`src/rtl/sdram_fb_reader.sv`:
```
// Frame-buffer reader: fetches one frame of 16-bit pixels from an SDRAM controller
// as 8-beat (128-bit) bursts and streams them out as a valid/ready pixel stream.
//
// Parameters:
//   BASE_ADDR   - host word address of pixel 0
//   FRAME_WORDS - pixels per frame (multiple of 8)
//   FIFO_BURSTS - burst FIFO depth in 128-bit entries (power of 2, >= 2)
// Ports:
//   clk, rst             - single clock, synchronous active-high reset
//   frame_start          - pulse that (re)starts a frame fetch from BASE_ADDR
//   rd_addr, rd_enable   - read request to the controller ({bank, row, col})
//   rd_data, rd_ready    - burst return; beat 0 in [15:0]
//   busy                 - controller has accepted / is running a sequence
//   pix_data, pix_valid, pix_ready, pix_last - pixel stream
//   underflow_cnt        - only with FB_READER_UNDERFLOW_CNT_EN: saturating count of
//                          cycles the sink was ready but no pixel was available
// Optional feature macro: FB_READER_UNDERFLOW_CNT_EN
module sdram_fb_reader #(
    parameter logic [23:0] BASE_ADDR   = 24'h000000,
    parameter int unsigned FRAME_WORDS = 130560,
    parameter int unsigned FIFO_BURSTS = 4
) (
    input  logic         clk,
    input  logic         rst,
    input  logic         frame_start,
    output logic [23:0]  rd_addr,
    output logic         rd_enable,
    input  logic [127:0] rd_data,
    input  logic         rd_ready,
    input  logic         busy,
    output logic [15:0]  pix_data,
    output logic         pix_valid,
    input  logic         pix_ready,
`ifdef FB_READER_UNDERFLOW_CNT_EN
    output logic [15:0]  underflow_cnt,
`endif
    output logic         pix_last
);

    localparam int unsigned Bursts = FRAME_WORDS / 8;
    localparam int unsigned IW     = $clog2(Bursts + 1);
    localparam int unsigned PW     = $clog2(FRAME_WORDS);
    localparam int unsigned AW     = $clog2(FIFO_BURSTS);
    localparam int unsigned CW     = $clog2(FIFO_BURSTS + 1);

    localparam logic [IW-1:0] NumBursts  = IW'(Bursts);
    localparam logic [IW-1:0] LastBurst  = IW'(Bursts - 1);
    localparam logic [PW-1:0] LastPixel  = PW'(FRAME_WORDS - 1);
    localparam logic [CW-1:0] FifoDepth  = CW'(FIFO_BURSTS);

    typedef enum logic [1:0] {R_IDLE, R_REQ, R_WAIT, R_DONE} state_e;

    state_e        state_q, state_d;
    logic          active_q, active_d;
    logic          flush_pend_q, flush_pend_d;
    logic [IW-1:0] issued_q, issued_d;
    logic [23:0]   addr_q, addr_d;

    logic [127:0]  mem_q [FIFO_BURSTS];
    logic [AW-1:0] wr_ptr_q, rd_ptr_q;
    logic [CW-1:0] count_q;
    logic [2:0]    beat_q;
    logic [PW-1:0] pix_idx_q;

    logic         push, pop, xfer;
    logic [127:0] head;

    // Beats are served straight from the FIFO head, so the burst being unpacked
    // still occupies its FIFO slot and counts against FIFO_BURSTS.
    assign head      = mem_q[rd_ptr_q];
    assign pix_valid = active_q && (count_q != '0);
    assign pix_data  = pix_valid ? head[{beat_q, 4'b0000} +: 16] : 16'h0000;
    assign pix_last  = pix_valid && (pix_idx_q == LastPixel);
    assign xfer      = pix_valid && pix_ready;
    assign pop       = xfer && (beat_q == 3'd7);
    // Data for a read overtaken by frame_start is dropped.
    assign push      = (state_q == R_WAIT) && rd_ready && !flush_pend_q && !frame_start;

    assign rd_enable = (state_q == R_REQ);
    assign rd_addr   = addr_q;

    always_comb begin
        state_d      = state_q;
        active_d     = active_q;
        flush_pend_d = flush_pend_q;
        issued_d     = issued_q;
        addr_d       = addr_q;
        // The frame ends once its final pixel has been accepted.
        if (xfer && pix_last) active_d = 1'b0;
        unique case (state_q)
            R_IDLE: begin
                if (!frame_start && active_q && (issued_q < NumBursts) &&
                    (count_q < FifoDepth) && !flush_pend_q) begin
                    state_d = R_REQ;
                end
            end
            R_REQ: begin
                if (frame_start) flush_pend_d = 1'b1;
                if (busy) state_d = R_WAIT;
            end
            R_WAIT: begin
                if (frame_start) flush_pend_d = 1'b1;
                if (rd_ready && !flush_pend_q && !frame_start) begin
                    addr_d   = addr_q + 24'd8;
                    issued_d = issued_q + IW'(1);
                    state_d  = (issued_q == LastBurst) ? R_DONE : R_IDLE;
                end
            end
            default: ;
        endcase
        // Restart now if no read is in flight, or once the in-flight read finishes.
        if ((frame_start && (state_q == R_IDLE || state_q == R_DONE)) ||
            (state_q == R_WAIT && rd_ready && (flush_pend_q || frame_start))) begin
            state_d      = R_IDLE;
            addr_d       = BASE_ADDR;
            issued_d     = '0;
            flush_pend_d = 1'b0;
        end
        if (frame_start) active_d = 1'b1;
    end

    always_ff @(posedge clk) begin
        if (rst) begin
            state_q      <= R_IDLE;
            active_q     <= 1'b0;
            flush_pend_q <= 1'b0;
            issued_q     <= '0;
            addr_q       <= BASE_ADDR;
        end else begin
            state_q      <= state_d;
            active_q     <= active_d;
            flush_pend_q <= flush_pend_d;
            issued_q     <= issued_d;
            addr_q       <= addr_d;
        end
    end

    always_ff @(posedge clk) begin
        if (push) mem_q[wr_ptr_q] <= rd_data;
    end

    always_ff @(posedge clk) begin
        if (rst || frame_start) begin
            wr_ptr_q  <= '0;
            rd_ptr_q  <= '0;
            count_q   <= '0;
            beat_q    <= '0;
            pix_idx_q <= '0;
        end else begin
            if (push) wr_ptr_q <= wr_ptr_q + AW'(1);
            if (pop)  rd_ptr_q <= rd_ptr_q + AW'(1);
            if (push && !pop)      count_q <= count_q + CW'(1);
            else if (pop && !push) count_q <= count_q - CW'(1);
            if (xfer) begin
                beat_q    <= beat_q + 3'd1;
                pix_idx_q <= pix_idx_q + PW'(1);
            end
        end
    end

`ifdef FB_READER_UNDERFLOW_CNT_EN
    logic [15:0] uf_q;

    always_ff @(posedge clk) begin
        if (rst || frame_start) begin
            uf_q <= '0;
        end else if (active_q && pix_ready && !pix_valid && (uf_q != 16'hFFFF)) begin
            uf_q <= uf_q + 16'd1;
        end
    end

    assign underflow_cnt = uf_q;
`endif

endmodule

```
`config.mk`:
```
export PLATFORM = sky130hd
export DESIGN_NAME = sdram_fb_reader
export DESIGN_NICKNAME = d
export VERILOG_FILES = /design/src/rtl/sdram_fb_reader.sv
export SDC_FILE = /design/constraint.sdc
export NUM_CORES = 1
export LEC_CHECK = 0
export ABC_AREA = 1
export CORE_ASPECT_RATIO = 1.4
export CORE_MARGIN = 3
export CORE_UTILIZATION = 50
export CTS_BUF_LIST = sky130_fd_sc_hd__clkbuf_8
export DETAILED_ROUTE_END_ITERATION = 6
export GPL_TIMING_DRIVEN = 0
export PLACE_DENSITY = 0.74
export SYNTH_ARGS = -nofsm -noshare
export SYNTH_HDL_FRONTEND = slang
export SYNTH_SLANG_ARGS = --single-unit
```
`constraint.sdc`:
```
create_clock -name clk -period 25.2 [get_ports clk]
set_input_delay 5.04 -clock clk [delete_from_list [all_inputs] [get_ports clk]]
set_output_delay 5.04 -clock clk [all_outputs]
set_load 0.02 [all_outputs]
```
; ---- Word level (Yosys, flattened, before mapping)
; Memory sizes are Yosys's and may differ from the RTL's. A register that Yosys moved wholly into a read port is not among the register bits.
; Cells that the tools add are included.
[word_totals]
latchBits = 0
wordCells = 81
out_inout_bits = 43
input_bits = 134
rom_bits = 0
n_memories = 1
ff_bits = 69
mem_bits_rw = 512
[classes]
order_cmp = 2
n_div = 0
bitwise_logic = 0
shift = 1
n_addsub = 8
n_mul = 0
reduce_logical = 36
eq_ne = 9
mux = 14
[memory_table]
columns = name, depth, width, rd, rd_ports_with_merged_regs, wr, line
row1 = mem_q, 4, 128, 1, 1, 1, 59  ; logic [127:0] mem_q [FIFO_BURSTS];
[ops]
columns = operator, count
row1 = indexed part select 128 x 8 -> 16 bit, 1
row2 = adder 24 x 4 -> 24 bit (second input constant), 1
row3 = logical AND 1 bit, 18
row4 = adder 17 x 1 -> 17 bit (second input constant), 1
row5 = equality test 17 bit (second input constant), 1
row6 = 2-to-1 mux 16 bit, 1
row7 = adder 14 x 1 -> 14 bit (second input constant), 1
row8 = equality test 14 bit (second input constant), 1
row9 = less-than comparator 14 bit (second input constant), 1
row10 = 2-to-1 mux 2 bit, 6
row11 = adder 3 x 1 -> 3 bit (second input constant), 2
row12 = 2-to-1 mux 3 bit, 2
row13 = case mux 2 bit (3 select lines), 1
row14 = nonzero test 3 bit, 2
row15 = adder 2 x 1 -> 2 bit (second input constant), 2
row16 = equality test 2 bit (second input constant), 2
row17 = zero test 1 bit, 4
row18 = logical OR 1 bit, 4
row19 = 2-to-1 mux 1 bit, 4
row20 = != test 2 x 1 -> 1 bit (second input constant), 2
row21 = AND reduction 2 bit, 2
row22 = AND reduction 4 bit, 1
row23 = nonzero test 2 bit, 2
row24 = OR reduction 2 bit, 2
row25 = other kinds (6), 6

; ---- Depth between registers and ports, before layout
; Gate-level depths: netlist (run 1).
[depth]
depth_word = 8
depth_mapped = 13

; ---- Least setup slack after synthesis (run 1)
; No wires, ideal clock.
[synth_timing]
kind = input to register
startpoint = input port frame_start
endpoint = memory mem_q[0][0] (enable)
n_path_buf = 1
arrival_ns = 10.828
path_stages = 4
path_slack_ns = 13.756
path_cell_list = nor2_1 nand2_2 buf_2 nor2_1
[synth_between]
elab_chain_len = 4
[synth_lines]
columns = element, line
row1 = from (decl), 25  ; input logic frame_start,
row2 = zero test 1 bit, 77  ; assign push = (state_q == R_WAIT) && rd_ready && !flush_pend_q && !frame_start;
row3 = logical AND 1 bit, 77
row4 = 2-to-1 mux 1 bit, 139  ; if (push) mem_q[wr_ptr_q] <= rd_data;
row5 = 2-to-1 mux 1 bit (implied by the code), 139
row6 = to (decl), 59
; Every way passes these cells.

; ---- Worst setup path in the final report (run 1)
[layout_timing]
startpoint = register beat_q[0]
endpoint = output port pix_data[3]
[layout_between]
elab_chain_len = 2
[layout_lines]
columns = element, line
row1 = from (decl), 62  ; logic [2:0] beat_q;
row2 = from (signal assigned), 155  ; beat_q <= beat_q + 3'd1;
row3 = indexed part select 128 x 8 -> 16 bit, 72  ; assign pix_data = pix_valid ? head[{beat_q, 4'b0000} +: 16] : 16'h0000;
row4 = 2-to-1 mux 16 bit, 72
row5 = to (decl), 31  ; output logic [15:0] pix_data,
; Every way passes these cells.

==> run_results.csv, run 1 <==
group,metric,value,unit
floorplanning,core-area,48100,um^2
sta,fin_crit,8.52,ns
setup_path,r2r_slack,22.15,ns
yosys,synth_edf_count,512,
clocking,cts_buffers,86,
yosys,synth-seq-cells,580,
clocking,cts_setup_buffers,0,
sta,tightest_slew,0.961,ns
drt,ant_nets,0,
placement,routabilityCongestion,0.950,
setup_path,worstPathRequired,20.16,ns
grt,grtUsageTotal,0.257,
sta,setup_tns,0,ns
drt,drt_wl_total,66000,um
setup_path,crit_type,"flip-flop to output port",
cells_and_area,final_cells,3238,
yosys,synthesis.area,24400,um^2
grt,grt_pass1_vias,17500,
drt,drt-met1-wl,24500,um
clocking,clkTransAtPathRegs,0.06,ns
setup_path,r2r_start,"state_q[0]",
yosys,synth_area_leaders,"edfxtp_1 63%, nand2_1 11%, nand3_1 7.5%",
clocking,cts_resized,0,
cells_and_area,syn_to_final_growth,18.7,%
setup_path,cp-endpoint,"pix_data[3]",
sta,fin_crit_sh,0.338,
pwr,peakVddDrop,0.0000432,V
yosys,avgSynthCellArea,10.8,um^2
cells_and_area,nets,2688,
drt,via_per_inst,5.53,
sta,relSlewSlack,0.358,
floorplanning,fp-row-count,95,
placement,detailed_place.area,27400,um^2
drt,drtPass1Iterations,6,
clocking,htree_levels,3,
drt,route.met2.wl,32800,um
sta,finClkSkew,0.0265,ns
setup_path,crit_path_end_kind,"output port",
setup_path,cp_max_fo,10,
floorplanning,die_h,267,um
cells_and_area,fin_util,0.601,
hold_path,holdCritPathClass,"flip-flop to flip-flop",
clocking,tritoncts,"done",
cells_and_area,layout-drive-gt1-share,0.0956,
drt,highest_layer,"met4",
placement,dp_hpwl,46300,um
floorplanning,initial_core_util,0.506,
setup_path,rr_worst_depth,10,
placement,portBuffers,173,
yosys,yosysTopAreaCell,"edfxtp_1",
yosys,ys_seq_area_frac,0.686,
grt,grt_max_degree,29,
drt,vias,17900,
yosys,yosys.cell_types.count,42,
flow_run,max-cap-violations,0,
drt,wl_met3,4860,um
clocking,cts_max_path_buffers,3,
yosys,synth_top_flop_cell,"edfxtp_1",
cells_and_area,seqCellArea,16700,um^2
pwr,powerDensity,61.2,nW/um^2
clocking,cts-root-buf,"clkbuf_8",
setup_path,crit_path_start,"beat_q[0]",
grt,grt_overflow_total,0,
sta,max_freq,117,MHz
sta,fin_ws,16.68,ns
hold_path,min_path_cells,2,
placement,pre_cts_slack,17.21,ns
outcome,status,"finished clean",
setup_path,start_kind,"flip-flop",
clocking,clock_sinks,580,
yosys,yosysTopAreaCellShare,0.631,
grt,antenna_found_initial,3,
setup_path,worstPathArrival,3.48,ns
pwr,leakagePower,10.6,nW
cells_and_area,multi_input_area,6520,um^2
yosys,synthArstFlopShare,0,
sta,hold_violations,0,
sta,rsz0062_at_grt,"no",
sta,final-max-slew-violation-count,0,
placement,dp.cells,3081,
cells_and_area,n_fill_cell,3846,
floorplanning,die_area,51500,um^2
sta,report.final.setup_viol,0,
floorplanning,io-pin-count,177,
clocking,cts_hold_buf,0,
floorplanning,die_x,193,um
cells_and_area,stdcell_area,28900,um^2
setup_path,rr_endpoint,"mem_q[1][29]",
yosys,syn_inst,2255,
clocking,clk-insertion-delay-late,0.67,ns
drt,drt_iter0_markers,1539,
yosys,yosysWarnings,0,
drt,drc,0,
grt,grt_pass1_wl,99300,um
drt,routedWlPerCell,20.4,um
how the worst min path moves through the flow:
stage | startpoint | slack, ns | end
6_report | rd_addr[9] | 0.48 | rd_addr[9]
5_1_grt | rd_addr[9] | 0.49 | rd_addr[9]
4_1_cts | issued_q[3] | 0.48 | issued_q[3]
3_5_place_dp | issued_q[3] | 0.46 | issued_q[3]
3_3_place_gp | rd_addr[9] | 0.45 | rd_addr[9]
2_1_floorplan | pix_idx_q[4] | 0.44 | pix_idx_q[4]
worst max-delay path, stage by stage (launching register included):
cell	delay, ns
dfxtp_1	0.40
inv_2	0.29
buf_1	0.52
nand3_1	0.19
nand2_1	0.23
nand2_1	0.08
nand3_1	0.10
nand2_1	0.10
nor2_1	0.23
clkdlybuf4s50_1	0.66
routing by layer:
metal / global-route usage / up-vias
met3: 0.0393 / 175
met5: 0 / -
li1: - / 8308
met2: 0.430 / 850
met1: 0.314 / 8574
met4: 0.155 / 0
report_power, final:
group / internal, mW / switching, mW
combinational: 0.0206 / 0.0184
sequential: 1.04 / 0.000238
clock: 0.334 / 0.354
cell usage in the layout (no fill, tap or decap), drive strengths merged, types with 2 or more instances in the layout:
cell type | Yosys | final
nand2 | 737 | 737
edfxtp | 512 | 512
nand3 | 365 | 365
nor2 | 196 | 196
clkdlybuf4s50 | 0 | 173
buf | 107 | 128
inv | 77 | 109
clkbuf | 11 | 102
o21ai | 78 | 78
dfxtp | 68 | 68
a21oi | 48 | 48
clkinv | 3 | 33
ha | 14 | 14
nor3 | 13 | 13
nand4 | 10 | 10
xor2 | 4 | 4
diode | 0 | 3
conb | 1 | 3
o21a | 2 | 2
o22ai | 2 | 2
registers in the layout, summed over array words and instances (netlist names), named ones only:
register	cells
active_q	1
issued_q	14
rd_addr	21
wr_ptr_q	2
state_q	2
beat_q	3
count_q	3
rd_ptr_q	2
flush_pend_q	1
pix_idx_q	17
mem_q	512
through the flow:
stage / hold WS [ns] / total power, mW
3_3_place_gp: 0.448 / 1.10
4_1_cts: 0.480 / 1.78
2_1_floorplan: 0.437 / 1.07
5_1_grt: 0.493 / 1.82
6_report: 0.482 / 1.77
3_5_place_dp: 0.465 / 1.10
cells by family (layout without fill, tap and decap cells):
family                     after synthesis  in the layout  share of synthesized area
and+or+nand+nor                       1323           1323                      0.228
xor gates and xnor gates                 5              5                    0.00180
DFF                                    580            580                      0.686
adders and majority gates               15             15                    0.00801
other                                    1              6                   0.000154
AOI/OAI and AO/OA                      133            133                     0.0279
buffers and inverters                  198            546                     0.0476
final cells by class:
type,instances,share of cell area
Inverter,80,0.0106
Buffer,118,0.0294
Tap cell,630,0.0272
Clock inverter,63,0.00916
Timing Repair Buffer,194,0.0764
Antenna cell,3,0.000259
Clock buffer,91,0.0433
Multi-Input combinational cell,1479,0.225
Sequential cell,580,0.578
synthesized netlist by cell type, drive strengths merged (10+ instances only):
| cell | count |
|---|---|
| a21oi | 48 |
| buf | 107 |
| clkbuf | 11 |
| dfxtp | 68 |
| edfxtp | 512 |
| ha | 14 |
| inv | 77 |
| nand2 | 737 |
| nand3 | 365 |
| nand4 | 10 |
| nor2 | 196 |
| nor3 | 13 |
| o21ai | 78 |
Note: power is estimated with default switching activity, not from simulation.
==> inputs of run 2 (changes only) <==
==> constraint.sdc (replaced) <==
create_clock -name clk -period 8.95 [get_ports clk]
set_input_delay 1.79 -clock clk [delete_from_list [all_inputs] [get_ports clk]]
set_output_delay 1.79 -clock clk [all_outputs]
set_load 0.02 [all_outputs]
==> results of run 2 <==
Same layout as run 1 (identical final DEF). Status: finished clean.
Among the figures that moved: setup slack after placement 17.21 ns -> 4.21 ns; setup slack after layout 16.68 ns -> 3.68 ns; register-to-register setup slack 22.15 ns -> 5.90 ns; total power 1.77 mW -> 4.99 mW; worst IR drop on VDD 0.0000432 V -> 0.000122 V
==> inputs of run 3 (changes only) <==
--- a/config.mk
+++ b/config.mk
@@ -12,7 +12,7 @@
 export CTS_BUF_LIST = sky130_fd_sc_hd__clkbuf_8
 export DETAILED_ROUTE_END_ITERATION = 6
 export GPL_TIMING_DRIVEN = 0
-export PLACE_DENSITY = 0.74
+export PLACE_DENSITY = 0.76
 export SYNTH_ARGS = -nofsm -noshare
 export SYNTH_HDL_FRONTEND = slang
 export SYNTH_SLANG_ARGS = --single-unit
==> constraint.sdc (replaced) <==
create_clock -name clk -period 4.71 [get_ports clk]
set_input_delay 0.942 -clock clk [delete_from_list [all_inputs] [get_ports clk]]
set_output_delay 0.942 -clock clk [all_outputs]
set_load 0.02 [all_outputs]
==> run_results.csv, run 3 (same netlist as run 1, synthesis figures left out) <==
group,metric,value,unit
cells_and_area,regMostFlops,"mem_q",
clocking,cts-root-buf,"clkbuf_8",
sta,fin_ws,0.277,ns
sta,timing.hold.ws,0.477,ns
grt,grt_pass1_wl,102000,um
cells_and_area,nets,2687,
flow_run,max-cap-violations,0,
clocking,clkTransAtPathRegs,0.06,ns
drt,via_per_inst,5.57,
drt,drt_wl_total,67500,um
sta,rsz0062_at_grt,"no",
placement,routabilityCongestion,0.938,
cells_and_area,layout.cells.most_common,"nand2_1",
sta,relSlewSlack,0.412,
setup_path,worstPathArrival,3.49,ns
setup_path,crit_type,"flip-flop to output port",
clocking,cts_max_path_buffers,3,
sta,hold_violations,0,
cells_and_area,largest_reg_flops,512,
cells_and_area,n_fill_cell,3805,
setup_path,cp_max_fo,10,
outcome,status,"finished clean",
sta,finClkSkew,0.0292,ns
floorplanning,die_area,51500,um^2
setup_path,slowest_stage,"clkdlybuf4s50_1",
pwr,leakagePower,10.6,nW
placement,pre_cts_slack,0.852,ns
sta,final-max-slew-violation-count,0,
cells_and_area,final_cell_mix,"733 x nand2_1, 512 x edfxtp_1, 364 x nand3_1, 185 x nor2_1, 173 x clkdlybuf4s50_1",
floorplanning,die_x,193,um
setup_path,crit_path_end_kind,"output port",
setup_path,cp_top_family,"buffers and inverters",
grt,antenna_found_initial,7,
grt,grtUsageTotal,0.262,
cells_and_area,final_cells,3238,
hold_path,holdCritPathClass,"flip-flop to flip-flop",
clocking,cts_hold_buf,0,
placement,detailed_place.area,27400,um^2
pwr,peakVddDrop,0.000281,V
sta,setup_tns,0,ns
clocking,htree_levels,3,
sta,tightest_slew,0.879,ns
setup_path,r2r_slack,1.66,ns
drt,vias,18000,
setup_path,start_kind,"flip-flop",
floorplanning,die_h,267,um
clocking,cts_resized,0,
floorplanning,initial_core_util,0.506,
placement,portBuffers,173,
floorplanning,io-pin-count,177,
drt,ant_nets,0,
placement,dp.cells,3080,
floorplanning,fp-row-count,95,
sta,fin_crit,4.43,ns
pwr,power.total,9.79,mW
grt,grt_max_degree,30,
clocking,tritoncts,"done",
pwr,powerDensity,337,nW/um^2
floorplanning,core-area,48100,um^2
clocking,cts_buffers,86,
clocking,clk-insertion-delay-late,0.68,ns
drt,drt_iter0_markers,1588,
sta,fin_crit_sh,0.941,
cells_and_area,fin_util,0.603,
drt,routedWlPerCell,20.8,um
setup_path,worstPathCellList,"inv_2 > clkbuf_1 > nand3_1 > nand2_1 > nand2_1 > nand2_1 > nor2_1 > nor2_1 > clkdlybuf4s50_1",
grt,grt_pass1_vias,18100,
sta,max_freq,226,MHz
clocking,clock_sinks,580,
sta,report.final.setup_viol,0,
setup_path,crit_buf_inv,3,
grt,grt_overflow_total,0,
clocking,cts_setup_buffers,0,
placement,dp_hpwl,46700,um
drt,drc,0,
setup_path,worstPathRequired,3.77,ns
cells_and_area,layout-drive-gt1-share,0.0941,
setup_path,crit_path_frequent_cell,"nand2_1",
setup_path,cpPeakStageDelay,0.68,ns
cells_and_area,stdcell_area,29000,um^2
drt,drtPass1Iterations,7,
cells_and_area,syn_to_final_growth,19.1,%
run 3: cell types whose count changed in the layout (fill, tap and decap cells not counted), sizes merged:
| cell | previous run | this run |
|---|---|---|
| bufinv | 0 | 6 |
| clkbuf | 102 | 98 |
| diode | 3 | 5 |
| clkinv | 33 | 38 |
| clkinvlp | 1 | 0 |
| buf | 128 | 127 |
| inv | 109 | 102 |
run 3: power by group:
part / total (mW) / switching, mW / internal [mW] / leakage, nW
clock: 3.99 / 1.93 / 2.06 / 0.914
combinational: 0.211 / 0.100 / 0.111 / 4.53
sequential: 5.59 / 0.00124 / 5.59 / 5.15
run 3: final cells by class:
class                   count  area, um^2  share of cell area
diodes                      5        12.5            0.000431
inverters                  80         308              0.0106
clock inverters            66         447              0.0154
plain buffers             118         852              0.0293
flip-flops and latches    580       16700               0.576
well taps                 630         788              0.0272
multi-input cells        1479        6520               0.225
clock buffers              87        1200              0.0412
repair buffers            193        2170              0.0747
run 3: per-layer routing:
layer	global-route usage	part of all wire	wire length, um	up-vias
li1	-	-	-	8305
met1	0.311	0.37	24700	8651
met2	0.446	0.50	33900	884
met3	0.0490	0.078	5270	184
met4	0.150	0.053	3600	4
met5	0	0.00039	26	-
run 3: tightest hold or removal path, cell delays in order, from the launching register on:
cell and delay [ns]:
dfxtp_1 0.33, a21oi_1 0.04, nor2_1 0.07
run 3: worst paths after layout:
path | from | cells after the start | to
setup / recovery | beat_q[0] | 9 | pix_data[4]
hold / removal | pix_idx_q[4] | 2 | pix_idx_q[4]
setup reg to reg | state_q[0] | 10 | mem_q[3][23]
hold reg to reg | pix_idx_q[4] | 2 | pix_idx_q[4]
